### src/rtl/ad9945_pkg.sv
// Shared constants for the AD9945 serial configuration receiver:
// field widths, register address map and FSM state encoding.
package ad9945_pkg;

  localparam int ADDR_BITS_DEF = 3;
  localparam int DATA_BITS_DEF = 12;

  localparam int ADDR_OPER  = 0;
  localparam int ADDR_CTRL  = 1;
  localparam int ADDR_CLAMP = 2;
  localparam int ADDR_VGA   = 3;
  localparam int ADDR_COUNT = 4;

  typedef enum logic [1:0] {
    ST_IDLE   = 2'd0,
    ST_SHIFT  = 2'd1,
    ST_COMMIT = 2'd2
  } state_t;

endpackage

### src/rtl/ad9945_sync.sv
// Multi-flop synchronizer followed by a one-flop edge detector.
// RESET_VAL sets the idle level so reset release never creates an edge.
module ad9945_sync #(
  parameter int   STAGES    = 2,
  parameter logic RESET_VAL = 1'b0
) (
  input  logic clk,
  input  logic rst_n,
  input  logic din,
  output logic level,
  output logic rise,
  output logic fall
);

  logic [STAGES-1:0] chain_r;
  logic              prev_r;

  // synchronizer chain plus previous-value flop for edge detection
  always_ff @(posedge clk or negedge rst_n) begin
    if (!rst_n) begin
      chain_r <= {STAGES{RESET_VAL}};
      prev_r  <= RESET_VAL;
    end else begin
      chain_r <= {chain_r[STAGES-2:0], din};
      prev_r  <= chain_r[STAGES-1];
    end
  end

  assign level = chain_r[STAGES-1];
  assign rise  = chain_r[STAGES-1] & ~prev_r;
  assign fall  = ~chain_r[STAGES-1] & prev_r;

endmodule

### src/rtl/ad9945_spi_rx.sv
// AD9945 serial configuration receiver: LSB-first address/data frames into
// four control registers. Define AD9945_SPI_RX_ERRCNT_EN to add err_cnt.
module ad9945_spi_rx
  import ad9945_pkg::*;
#(
  parameter int SYNC_STAGES = 2,
  parameter int ADDR_BITS   = ADDR_BITS_DEF,
  parameter int DATA_BITS   = DATA_BITS_DEF
) (
  input  logic                 sys_clk,
  input  logic                 rst_n,
  input  logic                 SCK,
  input  logic                 SL,
  input  logic                 SDATA,
  output logic [6:0]           Oper,
  output logic [6:0]           Ctrl,
  output logic [7:0]           Clamp,
  output logic [9:0]           VGA_Gain,
  output logic                 wr_valid,
  output logic [ADDR_BITS-1:0] wr_addr,
  output logic [DATA_BITS-1:0] wr_data,
  output logic                 frame_err,
  output logic                 busy
`ifdef AD9945_SPI_RX_ERRCNT_EN
  ,output logic [7:0]          err_cnt
`endif
);

  localparam int FRAME_BITS = ADDR_BITS + DATA_BITS;
  localparam int CNT_W      = $clog2(FRAME_BITS + 2);
  localparam logic [CNT_W-1:0] CNT_FULL = CNT_W'(FRAME_BITS);
  localparam logic [CNT_W-1:0] CNT_SAT  = CNT_W'(FRAME_BITS + 1);

  logic sck_level_s, sck_rise_s, sck_fall_s;
  logic sl_level_s, sl_rise_s, sl_fall_s;
  logic sdata_level_s, sdata_rise_s, sdata_fall_s;

  ad9945_sync #(.STAGES(SYNC_STAGES), .RESET_VAL(1'b0)) u_sync_sck (
    .clk(sys_clk), .rst_n(rst_n), .din(SCK),
    .level(sck_level_s), .rise(sck_rise_s), .fall(sck_fall_s)
  );

  ad9945_sync #(.STAGES(SYNC_STAGES), .RESET_VAL(1'b1)) u_sync_sl (
    .clk(sys_clk), .rst_n(rst_n), .din(SL),
    .level(sl_level_s), .rise(sl_rise_s), .fall(sl_fall_s)
  );

  ad9945_sync #(.STAGES(SYNC_STAGES), .RESET_VAL(1'b0)) u_sync_sdata (
    .clk(sys_clk), .rst_n(rst_n), .din(SDATA),
    .level(sdata_level_s), .rise(sdata_rise_s), .fall(sdata_fall_s)
  );

  logic unused_s;
  assign unused_s = ^{sck_level_s, sck_fall_s, sdata_rise_s, sdata_fall_s};

  state_t                  state_r, next_state_s;
  logic [SYNC_STAGES-1:0]  settle_r;
  logic                    arm_r;
  logic [CNT_W-1:0]        bit_cnt_r;
  logic [FRAME_BITS-1:0]   shift_r;
  logic [ADDR_BITS-1:0]    addr_s;
  logic [DATA_BITS-1:0]    data_s;
  logic                    frame_ok_s;
  logic                    start_s, shift_en_s, commit_s, reject_s;
  logic [6:0]              oper_r, ctrl_r;
  logic [7:0]              clamp_r;
  logic [9:0]              vga_r;
  logic                    wr_valid_r, frame_err_r, busy_r;
  logic [ADDR_BITS-1:0]    wr_addr_r;
  logic [DATA_BITS-1:0]    wr_data_r;

  assign addr_s     = shift_r[ADDR_BITS-1:0];
  assign data_s     = shift_r[FRAME_BITS-1:ADDR_BITS];
  assign frame_ok_s = (bit_cnt_r == CNT_FULL) && (32'(addr_s) < ADDR_COUNT);

  // SL must be seen high with a settled synchronizer before a falling edge can start a frame
  always_ff @(posedge sys_clk or negedge rst_n) begin
    if (!rst_n) begin
      settle_r <= '0;
      arm_r    <= 1'b0;
    end else begin
      settle_r <= {settle_r[SYNC_STAGES-2:0], 1'b1};
      arm_r    <= arm_r | (settle_r[SYNC_STAGES-1] & sl_level_s);
    end
  end

  // state register
  always_ff @(posedge sys_clk or negedge rst_n) begin
    if (!rst_n) begin
      state_r <= ST_IDLE;
    end else begin
      state_r <= next_state_s;
    end
  end

  // next-state decode; an SL rise masks a coincident SCK rise
  always_comb begin
    next_state_s = state_r;
    start_s      = 1'b0;
    shift_en_s   = 1'b0;
    commit_s     = 1'b0;
    reject_s     = 1'b0;
    case (state_r)
      ST_IDLE: begin
        if (sl_fall_s && arm_r) begin
          next_state_s = ST_SHIFT;
          start_s      = 1'b1;
        end else begin
          next_state_s = ST_IDLE;
        end
      end
      ST_SHIFT: begin
        if (sl_rise_s) begin
          next_state_s = ST_COMMIT;
          if (frame_ok_s) begin
            commit_s = 1'b1;
          end else begin
            reject_s = 1'b1;
          end
        end else begin
          shift_en_s = sck_rise_s;
        end
      end
      ST_COMMIT: next_state_s = ST_IDLE;
      default:   next_state_s = ST_IDLE;
    endcase
  end

  // frame shift register and saturating bit counter
  always_ff @(posedge sys_clk or negedge rst_n) begin
    if (!rst_n) begin
      bit_cnt_r <= '0;
      shift_r   <= '0;
    end else if (start_s) begin
      bit_cnt_r <= '0;
      shift_r   <= '0;
    end else if (shift_en_s) begin
      shift_r <= {sdata_level_s, shift_r[FRAME_BITS-1:1]};
      if (bit_cnt_r != CNT_SAT) begin
        bit_cnt_r <= bit_cnt_r + CNT_W'(1);
      end
    end
  end

  // commit results become visible for exactly the COMMIT cycle
  always_ff @(posedge sys_clk or negedge rst_n) begin
    if (!rst_n) begin
      oper_r      <= 7'd0;
      ctrl_r      <= 7'd0;
      clamp_r     <= 8'd0;
      vga_r       <= 10'd0;
      wr_valid_r  <= 1'b0;
      frame_err_r <= 1'b0;
      wr_addr_r   <= '0;
      wr_data_r   <= '0;
      busy_r      <= 1'b0;
    end else begin
      wr_valid_r  <= commit_s;
      frame_err_r <= reject_s;
      busy_r      <= (next_state_s == ST_SHIFT);
      if (commit_s) begin
        wr_addr_r <= addr_s;
        wr_data_r <= data_s;
        case (32'(addr_s))
          ADDR_OPER:  oper_r  <= data_s[6:0];
          ADDR_CTRL:  ctrl_r  <= data_s[6:0];
          ADDR_CLAMP: clamp_r <= data_s[7:0];
          ADDR_VGA:   vga_r   <= data_s[9:0];
          default:    oper_r  <= oper_r;
        endcase
      end
    end
  end

  assign Oper      = oper_r;
  assign Ctrl      = ctrl_r;
  assign Clamp     = clamp_r;
  assign VGA_Gain  = vga_r;
  assign wr_valid  = wr_valid_r;
  assign wr_addr   = wr_addr_r;
  assign wr_data   = wr_data_r;
  assign frame_err = frame_err_r;
  assign busy      = busy_r;

`ifdef AD9945_SPI_RX_ERRCNT_EN
  logic [7:0] err_cnt_r;

  // saturating rejected-frame counter
  always_ff @(posedge sys_clk or negedge rst_n) begin
    if (!rst_n) begin
      err_cnt_r <= 8'd0;
    end else if (reject_s && (err_cnt_r != 8'hFF)) begin
      err_cnt_r <= err_cnt_r + 8'd1;
    end
  end

  assign err_cnt = err_cnt_r;
`endif

endmodule

### config.mk
export PLATFORM = sky130hd
export DESIGN_NAME = ad9945_spi_rx
export DESIGN_NICKNAME = d
export VERILOG_FILES = /design/src/rtl/ad9945_pkg.sv /design/src/rtl/ad9945_sync.sv /design/src/rtl/ad9945_spi_rx.sv
export SDC_FILE = /design/constraint.sdc
export NUM_CORES = 1
export LEC_CHECK = 0
export ABC_AREA = 1
export BUFFER_PORTS_ARGS = -buffer_cell sky130_fd_sc_hd__buf_2
export CAP_MARGIN = 20
export CORE_MARGIN = 2
export CORE_UTILIZATION = 45
export DETAILED_ROUTE_END_ITERATION = 12
export PLACE_DENSITY_LB_ADDON = 0.2
export SLEW_MARGIN = 20
export SYNTH_ARGS = -nofsm -noshare
export SYNTH_HDL_FRONTEND = slang
export SYNTH_SLANG_ARGS = --single-unit
export TNS_END_PERCENT = 10
### constraint.sdc
create_clock -name sys_clk -period 2 [get_ports sys_clk]
set_clock_uncertainty 0.15 [all_clocks]
set_input_delay 0.4 -clock sys_clk [delete_from_list [all_inputs] [get_ports sys_clk]]
set_output_delay 0.4 -clock sys_clk [all_outputs]
set_load 0.01 [all_outputs]
# == Word level (Yosys, flattened, before mapping) ==
# Index checks and enable logic that the tools add are counted.
# op_classes
addsub,1
magnitude_cmp,1
eq_ne,7
muxes,18
n_bitwise,8
n_reduce_logical,11
# ops
operator,count
$mux W15,2
$mux W5,3
$mux W1,11
$reduce_and A2 Y1,5
$eq A3 B2 Y1 const B,2
$add A5 B1 Y5 const B,1
$eq A5 B4 Y1 const B,1
$ne A5 B5 Y1 const B,1
$and A1 B1 Y1,4
$eq A2 B1 Y1 const B,2
$pmux W2 S2,1
$reduce_bool A2 Y1,2
$eq A3 B1 Y1 const B,1
$logic_not A3 Y1,1
$lt A3 B3 Y1 const B,1
$not A1 Y1,3
$logic_and A1 B1 Y1,2
$logic_not A2 Y1,1
$mux W2,1
$or A1 B1 Y1,1
# totals
register_bits,83
input_bits,5
output_inout_bits,50

# == Logic depth before layout (Yosys ltp) ==
# logic_depth
ltp_word,7
ltp_mapped,12

# == Modules after synthesis ==
# Synthesis repeated with hierarchy kept, for this count alone.
# hier_totals
cells_unflattened,344
area_unflattened_um2,3398.3
# by_module_without_submodules
mod,instances,cells_each,area_each_um2,seq_area_each_um2
ad9945_spi_rx,1,323,3124.2,1876.8
ad9945_sync (u_sync_sck ...),2,7,90.1,75.1
ad9945_sync (u_sync_sl),1,7,93.8,78.8

# == Worst setup path before layout ==
# OpenSTA, ideal clock, no wires.
# synth_timing
kind,register to register
start,register bit_cnt_r[0]
end,"register vga_r[0], in the netlist VGA_Gain[0]"
setup_time_ns,0.117
arrival_ns,1.542
required_ns,1.733
setup_slack_ns,0.191
stages_incl_launch_ff,13
path_buffers,1
synth_period_minus_slack_ns,1.809
path_cell_list,dfrtp_1 ha_1 nand2_1 nor2_1 ha_1 inv_1 nor2_1 nand2_1 nor2_4 buf_6 nand2_2 nand2_1 nand2_1
# synth_between
elab_chain_cells,6
# synth_lines
element,line_no,rtl
start: declaration,ad9945_spi_rx.sv:59,logic [CNT_W-1:0] bit_cnt_r;
start signal: assignment,ad9945_spi_rx.sv:140,bit_cnt_r <= bit_cnt_r + CNT_W'(1);
$eq A5 B4 Y1,ad9945_spi_rx.sv:74,assign frame_ok_s = (bit_cnt_r == CNT_FULL) && (32'(addr_s) < ADDR_COUNT);
$logic_and A1 B1 Y1,ad9945_spi_rx.sv:74,
$mux W1,ad9945_spi_rx.sv:115,if (frame_ok_s) begin
$mux W1,ad9945_spi_rx.sv:113,if (sl_rise_s) begin
$mux W1,ad9945_spi_rx.sv:103,case (state_r)
$reduce_and A2 Y1 (no source line),-,
end signal: assignment,ad9945_spi_rx.sv:168,ADDR_VGA: vga_r <= data_s[9:0];
end: declaration,ad9945_spi_rx.sv:67,logic [9:0] vga_r;
# No other way between the ends.
# A chain may end at the register's enable or synchronous reset.

# == Worst setup path after layout ==
# layout_timing
start,register bit_cnt_r[1]
end,"register clamp_r[1], in the netlist Clamp[1]"
# layout_between
elab_chain_cells,6
# layout_lines
element,line_no,rtl
$eq A5 B4 Y1,ad9945_spi_rx.sv:74,
$logic_and A1 B1 Y1,ad9945_spi_rx.sv:74,
$mux W1,ad9945_spi_rx.sv:115,
$mux W1,ad9945_spi_rx.sv:113,
$mux W1,ad9945_spi_rx.sv:103,
$reduce_and A2 Y1 (no source line),-,
end signal: assignment,ad9945_spi_rx.sv:167,ADDR_CLAMP: clamp_r <= data_s[7:0];
end: declaration,ad9945_spi_rx.sv:66,logic [7:0] clamp_r;
# No other way between the ends.

==> impl_metrics.json <==
{
  "yosysSeqAreaShare_pct": 62.8,
  "grt_use_total_pct": 17.7,
  "nets": 454,
  "synth_top_cell_by_area": "dfrtp_1",
  "cp.required_ps": 2140,
  "crit_end": "Clamp[1]",
  "cap_viol_max_count": 0,
  "grt_first_pass_wirelength_um": 11400,
  "firstDrtPassIters": 4,
  "dp.final_hpwl_um": 4610,
  "die_area_um2": 8060,
  "synth_seq_cells": 83,
  "initial_core_util_pct": 46.1,
  "first_iter_violations": 127,
  "syn_area_um2": 3310,
  "crit_start": "bit_cnt_r[1]",
  "vias": 2591,
  "layout_worst_path_cycle_share_pct": 97.6,
  "drv_slew": 0,
  "ys_types": 22,
  "grt_start_max_net_pins": 38,
  "pin_count": 55,
  "final_core_utilization_pct": 58.6,
  "wl_um": 7040,
  "ant_nets": 0,
  "worst_setup_path_end_kind": "flop",
  "place_area_um2": 3780,
  "drive_above_1_share_pct": 24.4,
  "fmax_mhz": 512,
  "p_sw_share_pct": 23.2,
  "avgRoutedWirePerCell_um": 12.8,
  "path_clk_slew_ps": 80,
  "cp_max_fo": 13,
  "numCtsBuffers": 9,
  "clkSinkCount": 83,
  "core_um2": 7180,
  "layout_common_cells": "nand2_1, dfrtp_1, buf_2, nand3_1, inv_1",
  "leakagePower_nw": 2.36,
  "mostFrequentLayoutCell": "nand2_1",
  "drc": 0,
  "muxShareOfSynthArea_pct": 0,
  "post-synth-top-area-fraction_pct": 60.5,
  "yosys.area_share.simple_pct": 27.9,
  "regToRegSetupSlack_ps": 50,
  "synthAdderAreaFrac_pct": 1.13,
  "synth_top_family_by_area": "simple AND/OR/NAND/NOR gates",
  "arrival_ps": 2090,
  "die_h_um": 89.8,
  "p_sw_mw": 0.750,
  "cts_buffer_depth": 2,
  "syn-instance-count": 364,
  "cts_tree": "done",
  "critical_path_class": "reg2reg",
  "antenna_cells": 0,
  "rsz0062_at_grt": "true",
  "p_comb_share_pct": 7.1,
  "p_per_area_nw_per_um2": 770,
  "rows": 31,
  "tns_ps": 0,
  "routed_via_density": 4.71,
  "r2r_cells": 13,
  "cts_root_buffer": "clkbuf_8",
  "fp.dieW_um": 89.8,
  "grt_antenna_before_repair": 0,
  "port_buffers": 54,
  "clockPowerShare_pct": 38.9,
  "vdd_drop_max_mv": 0.582,
  "fin_crit_ps": 1950,
  "setup_violations": 0,
  "hold_violations": 0,
  "r2r-start": "bit_cnt_r[1]",
  "htreeDepth": 3,
  "synth_compound_area_share_pct": 2.65,
  "synth.area.top_cells": "dfrtp_1, nand2_1, nand3_1",
  "r2r-end": "Clamp[1]",
  "start_kind": "flop",
  "clock_latency_ps": 350,
  "status": "finished, final reports clean",
  "hold_ws_ps": 198,
  "gp_routability_congestion": 0.817,
  "hp-class": "reg2reg",
  "internal-power_mw": 2.49,
  "fillers": 663,
  "synth_nets": 372,
  "final_area_um2": 4210,
  "synth_warnings": 0,
  "worstMarginPinSlew_ps": 553,
  "gr-total-overflow": 0,
  "synth_xor_area_share_pct": 0.265,
  "area_growth_pct": 27.1,
  "power_frac_seq_pct": 54.0,
  "syn_area_per_cell_um2": 9.10,
  "grt_pass1_vias": 2427,
  "slew-limit-headroom_pct": 62.9
}
repair_timing:
item,4_1_cts,5_1_grt
setup buffers,0,7
hold buffers,4,0
setup endpoints to repair,0,47
resized for setup,0,16
hold endpoints to repair,37,0
synthesized netlist by cell type:
cell type,number
a21o_1,1
buf_2,8
buf_6,2
clkbuf_1,2
conb_1,1
dfrtp_1,80
dfstp_2,3
ha_1,3
inv_1,25
inv_2,1
nand2_1,139
nand2_2,4
nand3_1,47
nand3b_1,1
nand4_1,2
nor2_1,24
nor2_2,1
nor2_4,1
nor3_1,1
nor3_2,1
o21ai_0,16
xor2_1,1
metrics by stage:
stage	setup slack, ps	cells	power [mW]
floorplan	191	364	1.89
global placement	73.5	521	2.00
detailed placement	24.5	521	2.00
CTS	12.8	541	3.27
global route	-77.5	550	3.38
finish	48.7	550	3.24
power by group through the flow:
stage / Combinational [mW] / Sequential (mW) / Clock, mW
3_5_place_dp: 0.219 / 1.78 / 0
4_1_cts: 0.225 / 1.75 / 1.29
2_1_floorplan: 0.104 / 1.79 / 0
6_report: 0.229 / 1.75 / 1.26
5_1_grt: 0.266 / 1.76 / 1.36
3_3_place_gp: 0.217 / 1.78 / 0
cell type report:
type / instances / area, µm² / share of cell area, %
clock inverters: 3 / 45.0 / 1.07
inverters: 26 / 100 / 2.38
repair buffers: 83 / 584 / 13.9
multi-input cells: 243 / 1100 / 26.2
flip-flops and latches: 83 / 2080 / 49.5
clock buffers: 13 / 169 / 4.02
well taps: 99 / 124 / 2.94
logic make-up (layout without fill, tap and decap cells):
| logic type | after synthesis | count (layout) |
|---|---|---|
| compound gates | 17 | 17 |
| fa+ha+maj | 3 | 3 |
| other cells | 1 | 1 |
| simple gates | 221 | 221 |
| buf+inv | 38 | 125 |
| xor+xnor | 1 | 1 |
| flops | 83 | 83 |
routing by layer:
layer	global-route usage, %	wire length [µm]	vias up
met5	0	0	-
met2	27.8	3360	58
met1	24.4	3290	1206
met3	4.02	244	15
li1	-	-	1312
met4	6.54	149	0
worst min path at each step:
stage | start | endpoint | slack (ps) | depth (start not counted)
2_1_floorplan | rst_n | Clamp[0] | -50 | 0
3_3_place_gp | u_sync_sck.chain_r[0] | u_sync_sck.chain_r[1] | 180 | 0
3_5_place_dp | u_sync_sck.chain_r[0] | u_sync_sck.chain_r[1] | 190 | 0
4_1_cts | u_sync_sl.chain_r[0] | u_sync_sl.chain_r[1] | 200 | 0
5_1_grt | u_sync_sl.chain_r[0] | u_sync_sl.chain_r[1] | 210 | 0
6_report | u_sync_sl.chain_r[0] | u_sync_sl.chain_r[1] | 200 | 0
critical path, stage by stage, from the launching register on:
cell and delay (ps):
dfrtp_1 350, ha_2 180, nand2_1 50, nor2_1 90, ha_1 140, inv_1 40, nor2_2 90, nand2_1 90
nor2_4 150, buf_12 140, buf_6 100, clkbuf_16 140, nand3_1 80, nand2_1 80
registers in the layout, summed over array words and instances (netlist names), 3 cells and up:
| register | flops |
|---|---|
| shift_r | 15 |
| wr_data | 12 |
| VGA_Gain | 10 |
| Clamp | 8 |
| Ctrl | 7 |
| Oper | 7 |
| bit_cnt_r | 5 |
| wr_addr | 3 |
Note: power is estimated with default switching activity, not from simulation.
